===== config.mk =====
export PLATFORM = sky130hd
export DESIGN_NAME = rst_sequencer
export DESIGN_NICKNAME = d
export VERILOG_FILES = /design/src/rtl/rst_sequencer.sv
export SDC_FILE = /design/constraint.sdc
export NUM_CORES = 1
export LEC_CHECK = 0
export BUFFER_PORTS_ARGS = -buffer_cell sky130_fd_sc_hd__buf_2
export CAP_MARGIN = 20
export CORE_ASPECT_RATIO = 0.75
export CORE_MARGIN = 2
export CORE_UTILIZATION = 55
export CTS_CLUSTER_SIZE = 8
export DETAILED_ROUTE_END_ITERATION = 8
export PLACE_DENSITY = 0.8
export SYNTH_ARGS = -nofsm -noshare
export SYNTH_HDL_FRONTEND = slang
export SYNTH_SLANG_ARGS = --single-unit

===== constraint.sdc =====
create_clock -name clk -period 3 [get_ports clk]
set_input_delay 0.6 -clock clk [delete_from_list [all_inputs] [get_ports clk]]
set_output_delay 0.6 -clock clk [all_outputs]
set_load 0.01 [all_outputs]

===== src/rtl/rst_sequencer.sv =====
// Releases N_STAGES downstream reset domains one at a time, waiting for each
// stage to acknowledge; request, lock loss or ack timeout drop every stage again.
module rst_sequencer #(
  parameter int N_STAGES    = 4,
  parameter int HOLD_CYCLES = 16,
  parameter int STAGE_DELAY = 8,
  parameter int ACK_TIMEOUT = 256,
  localparam int STAGE_W    = (N_STAGES > 1) ? $clog2(N_STAGES) : 1,
  localparam int MAX_HD     = (HOLD_CYCLES > STAGE_DELAY) ? HOLD_CYCLES : STAGE_DELAY,
  localparam int MAX_CNT    = (MAX_HD > ACK_TIMEOUT) ? MAX_HD : ACK_TIMEOUT,
  localparam int CNT_W      = $clog2(MAX_CNT + 1)
) (
  input  logic                clk,
  input  logic                rst,
  input  logic                req_rst,
  input  logic                pll_locked,
  input  logic [N_STAGES-1:0] stage_ack,
  output logic [N_STAGES-1:0] stage_rst_n,
  output logic                busy,
  output logic                done,
  output logic                timeout_err,
  output logic [STAGE_W-1:0]  cur_stage
);

  typedef enum logic [2:0] {
    S_HOLD,
    S_WAIT_ACK,
    S_DELAY,
    S_RUN,
    S_ERROR
  } state_t;

  localparam logic [CNT_W-1:0]   HOLD_LAST  = CNT_W'(HOLD_CYCLES - 1);
  localparam logic [CNT_W-1:0]   DELAY_LAST = CNT_W'((STAGE_DELAY > 0) ? STAGE_DELAY - 1 : 0);
  localparam logic [CNT_W-1:0]   ACK_LAST   = CNT_W'(ACK_TIMEOUT - 1);
  localparam logic [STAGE_W-1:0] LAST_STAGE = STAGE_W'(N_STAGES - 1);

  state_t              state;
  state_t              state_nxt;
  logic [CNT_W-1:0]    cnt;
  logic [CNT_W-1:0]    cnt_nxt;
  logic [CNT_W-1:0]    cnt_inc;
  logic [STAGE_W-1:0]  cur_stage_nxt;
  logic [N_STAGES-1:0] stage_rst_n_nxt;
  logic [N_STAGES-1:0] released_next;
  logic                timeout_err_nxt;
  logic                abort;
  logic                ack_cur;
  logic                last_stage;

  assign abort      = req_rst | ~pll_locked;
  assign ack_cur    = stage_ack[cur_stage];
  assign last_stage = (cur_stage == LAST_STAGE);
  assign cnt_inc    = (cnt == {CNT_W{1'b1}}) ? cnt : cnt + 1'b1;
  // Released bits always form a contiguous run from bit 0, so shifting in a
  // one releases exactly the next stage in order.
  assign released_next = (stage_rst_n << 1) | N_STAGES'(1);

  always_ff @(posedge clk) begin
    if (rst) begin
      state       <= S_HOLD;
      cnt         <= '0;
      cur_stage   <= '0;
      stage_rst_n <= '0;
      busy        <= 1'b1;
      done        <= 1'b0;
      timeout_err <= 1'b0;
    end else begin
      state       <= state_nxt;
      cnt         <= cnt_nxt;
      cur_stage   <= cur_stage_nxt;
      stage_rst_n <= stage_rst_n_nxt;
      busy        <= (state_nxt != S_RUN);
      done        <= (state_nxt == S_RUN);
      timeout_err <= timeout_err_nxt;
    end
  end

  always_comb begin
    state_nxt = state;
    if (abort) begin
      state_nxt = S_HOLD;
    end else begin
      case (state)
        S_HOLD: begin
          if (cnt == HOLD_LAST) state_nxt = S_WAIT_ACK;
        end
        S_WAIT_ACK: begin
          if (ack_cur) begin
            if (last_stage)           state_nxt = S_RUN;
            else if (STAGE_DELAY > 0) state_nxt = S_DELAY;
          end else if (cnt == ACK_LAST) begin
            state_nxt = S_ERROR;
          end
        end
        S_DELAY: begin
          if (cnt == DELAY_LAST) state_nxt = S_WAIT_ACK;
        end
        default: state_nxt = state;
      endcase
    end
  end

  // Counter, stage index and reset outputs; an ack seen in the timeout cycle
  // is taken before the timeout check.
  always_comb begin
    cnt_nxt         = cnt;
    cur_stage_nxt   = cur_stage;
    stage_rst_n_nxt = stage_rst_n;
    timeout_err_nxt = timeout_err & ~req_rst;
    if (abort) begin
      cnt_nxt         = '0;
      cur_stage_nxt   = '0;
      stage_rst_n_nxt = '0;
    end else begin
      case (state)
        S_HOLD: begin
          if (cnt == HOLD_LAST) begin
            stage_rst_n_nxt = released_next;
            cnt_nxt         = '0;
            cur_stage_nxt   = '0;
          end else begin
            cnt_nxt = cnt_inc;
          end
        end
        S_WAIT_ACK: begin
          if (ack_cur) begin
            cnt_nxt = '0;
            if (!last_stage && STAGE_DELAY == 0) begin
              stage_rst_n_nxt = released_next;
              cur_stage_nxt   = cur_stage + 1'b1;
            end
          end else if (cnt == ACK_LAST) begin
            timeout_err_nxt = 1'b1;
            stage_rst_n_nxt = '0;
          end else begin
            cnt_nxt = cnt_inc;
          end
        end
        S_DELAY: begin
          if (cnt == DELAY_LAST) begin
            stage_rst_n_nxt = released_next;
            cur_stage_nxt   = cur_stage + 1'b1;
            cnt_nxt         = '0;
          end else begin
            cnt_nxt = cnt_inc;
          end
        end
        S_RUN: begin
          stage_rst_n_nxt = '1;
        end
        default: begin
          stage_rst_n_nxt = '0;
        end
      endcase
    end
  end

endmodule


==> results summary <==
The detailed placer's ending HPWL came out at 1628 um. The wire length after detailed routing came out at 2105 um. Cells fill 66.55% of the core in the end. The setup path with the least slack is of type register to register. The number of antenna-violating nets in the routed design came out at 0. In this run, post-CTS repair resized a total of 0 instances. The portion of the clock cycle consumed by the worst path in the final layout came out at 70.52%. Yosys mapped the design onto 40 distinct sky130hd cell types. The area after detailed placement came out at 1154 um^2. After layout, the design draws a total of 0.4281 mW. The leakage power figure came out at 0.4307 nW. The clock network burns 31.6% of the power. The horizontal die dimension came out at 54.84 um. In this run the count of I/O pins placed on the die edge is 17.

In this run, CTS created clock tree buffers numbering 3. Data on the critical path is required at its endpoint by 3.22 ns. Entering global routing, the biggest net connects 12 pins. The met1 track demand over resource is 29.49%. The path with the worst hold slack has its endpoint at timeout_err. The first routing iteration left 25 violations. Relative to the synthesized area, the layout overhead comes to 10.68%. Across the run, the number of max-cap violations was 0. The number of buffers inserted by post-CTS setup repair is 0. In this run the number of H-tree levels came out at 1. The summed negative setup slack over all endpoints is 0 ns. Setup repair after global routing left no endpoint under its margin. The fraction of registers with async set or reset after synthesis came out at 0%. After technology mapping, the gate count stands at 119. The cell area after synthesis came out at 1066 um^2.

The first global-routing pass estimated 3705 um of wire. The final cell area excluding filler cells came out at 1180 um^2. The clock tree skew after final layout came out at 0.001617 ns. The overall routing resource usage is 22.06%. The number of clock sinks seen by CTS is 21.

The net switching share of the total power came out at 21.09%. Data arrives at the worst endpoint at 2.34 ns. The slowest stage of the critical path is the or4b_4 cell.

In this run the critical register-to-register path is captured at stage_rst_n[2]. The total number of yosys warnings came out at 0. The number of enable-type register cells in the synthesized netlist came out at 0. The clock-pin slew of the registers on the worst-case setup and hold paths came out at 0.11 ns.

The total iterations of the first detailed-routing run is 4. The hold violation count in the final report is 0. The upper clock frequency limit is 472.6 MHz.

The port buffer count is 16. The standard-cell row count is 13. The met2 demand-to-capacity share in global routing came out at 33.33%.

The number of inserted diodes came out at 0. The depth of the most critical reg-to-reg path came out at 6. The internal reg-to-reg setup slack came out at 0.88 ns. The total nets after synthesis came out at 129.

The cell sitting at the root of the clock tree is a clkbuf_4. Sequential cells account for 65.4% of the total power. The startpoint identified for the worst hold timing path is rst. The fraction of layout cells with a size suffix above 1 is 20.74%.

The average via count per standard cell came out at 5.975. The switching component of the power is 0.09026 mW. Traced cell by cell, the critical path runs through ha_1 -> nand2_1 -> or4b_4 -> a221oi_4 -> nor2_1 -> a211oi_1.

The most heavily used metal layer in global routing is met2. The max-slew violation count is 0. The overall die area came out at 2310 um^2.

The post-route DRC violation count is 0. The predominant post-synthesis flop cell is dfxtp_1. The worst setup slack after layout came out at 0.8843 ns. The delay of the slowest cell on the worst path is 0.55 ns. The routed length per instance came out at 13.41 um. The buffer depth of the longest clock path is 2. The worst slew slack as a fraction of its limit came out at 55.65%. The launch point of the worst reg-to-reg path is cnt[0]. The worst hold path cell count is 2. The hold-fix buffer count after cts is 0.

The worst setup path is captured at a register. The clock tree from TritonCTS is done. The global routing usage on met3 came out at 7.500%.

The routed layout has 938 vias. The routability congestion estimate from global placement came out at 0.8128. The largest fanout on the critical path is 7. The initial antenna violation count is 0. The core box area came out at 1773 um^2. The type of element launching the critical path is a register. For this configuration, the core starts out at a cell density of 60.13%. The worst voltage drop across the vdd grid is 0.0002595 V.

The post-placement worst setup slack is 0.8097 ns. The total overflow reported by the global router came out at 0. The share of power burned in combinational logic came out at 3.0%.

Internal power comes to 0.3378 mW. The share of the yosys chip area belonging to registers came out at 39.44%. A synthesized cell averages 8.958 um^2. The total of endpoints with negative setup slack in the final report came out at 0. For the worst-skew pair, the clock arrives at the later sink with an insertion delay of 0.30 ns. The tightest min-delay check is of the input pin to register type. The number of global-route vias before repair is 840. The areal power density over the cells came out at 362.8 nW/um^2. The flow ran to the end, and the final reports show no timing, DRC or antenna violations.

The floorplan step set the die height to 42.13 um. The post-synthesis sequential element count came out at 21. The actual slew at the worst max-slew pin is 0.6591 ns. The shortest period the worst path allows is 2.116 ns. In the final design database the tool counted 146 nets.
## worst max-delay path by stage
stage	depth (start not counted)	slack (ns)	from	end
after global placement	5	0.88	stage_ack[3]	cnt[2]
after CTS	6	0.89	cnt[0]	stage_rst_n[2]
final	6	0.88	cnt[0]	stage_rst_n[2]
after detailed placement	6	0.81	stage_ack[3]	busy
after floorplan	5	1.03	stage_ack[3]	busy
after global routing	6	0.68	cnt[0]	stage_rst_n[2]
## registers in the layout (all words and copies together), names as in the netlist
register and cells:
timeout_err 1, state 3, stage_rst_n 4, done 1
cur_stage 2, cnt 9, busy 1
## critical path: cells and delay by family, from the launching register on
family / cells / cell delay (ns)
simple gates: 3 / 0.72
compound gates: 2 / 0.65
flops: 1 / 0.38
fa+ha+maj: 1 / 0.27
## through the flow
stage / cells / hold WS, ns
after floorplan: 119 / 0.4879
after global placement: 153 / 0.4853
after detailed placement: 153 / 0.4922
after CTS: 157 / 0.4450
after global routing: 157 / 0.4415
final: 157 / 0.4497
## synth_stat cells (all sizes together) (2+ instances only)
cell	count	area, um^2
a21boi	2	15.01
or3b	2	17.52
a31oi	3	18.77
dfxtp	21	420.4
nand3	6	30.03
nand2b	2	12.51
nor2	18	67.56
o21ai	2	10.01
and3b	2	17.52
a2111oi	3	26.28
nor3	4	20.02
inv	2	7.510
xnor2	5	43.79
or2	2	12.51
buf	3	16.26
a21oi	11	55.05
ha	2	25.02
nand2	4	15.01
nand4	2	18.77
nor2b	3	18.77
o21bai	2	18.77
a211oi	5	37.54
## area by class of cell
class                      instances  area (um^2)
multi-input combinational         92        618.1
sequential                        21        420.4
inverter                           2        7.507
clock buffer                       4        26.28
tap                               22        27.53
fill                             145        593.1
timing repair buffer              16        80.08
## per-layer routing
layer | share of wire [%] | vias to the layer above
met5 | 0 | -
met2 | 45 | 30
li1 | - | 480
met3 | 5.7 | 5
met1 | 48 | 423
met4 | 1.1 | 0
## power groups by stage
stage / Sequential, mW / Clock (mW) / Combinational (mW)
after floorplan: 0.286 / 0 / 0.00661
after global placement: 0.286 / 0 / 0.0120
after detailed placement: 0.286 / 0 / 0.0131
after CTS: 0.280 / 0.141 / 0.0131
after global routing: 0.280 / 0.152 / 0.0144
final: 0.280 / 0.135 / 0.0128
## cells by family after synthesis
family	Yosys count	share of synthesized area, %
xor gates and xnor gates	6	4.930
DFF	21	39.44
AOI/OAI and AO/OA	33	22.77
and+or+nand+nor	49	24.88
adders and majority gates	2	2.347
buffers and inverters	6	2.582
muxes	2	3.052
## cell usage in the layout, fill, tap and decap left out, types with 3 or more instances in the layout
| cell | synthesis | layout |
|---|---|---|
| clkbuf_4 | 0 | 3 |
| a211oi_1 | 5 | 5 |
| dfxtp_1 | 21 | 21 |
| nor2b_1 | 3 | 3 |
| a21oi_1 | 11 | 11 |
| nand2_1 | 4 | 4 |
| nor2_1 | 18 | 18 |
| a2111oi_0 | 3 | 3 |
| nand3_1 | 6 | 6 |
| xnor2_1 | 5 | 5 |
| buf_2 | 1 | 16 |
| nor3_1 | 4 | 4 |
| a31oi_1 | 3 | 3 |
(Power assumes the default switching activity.)
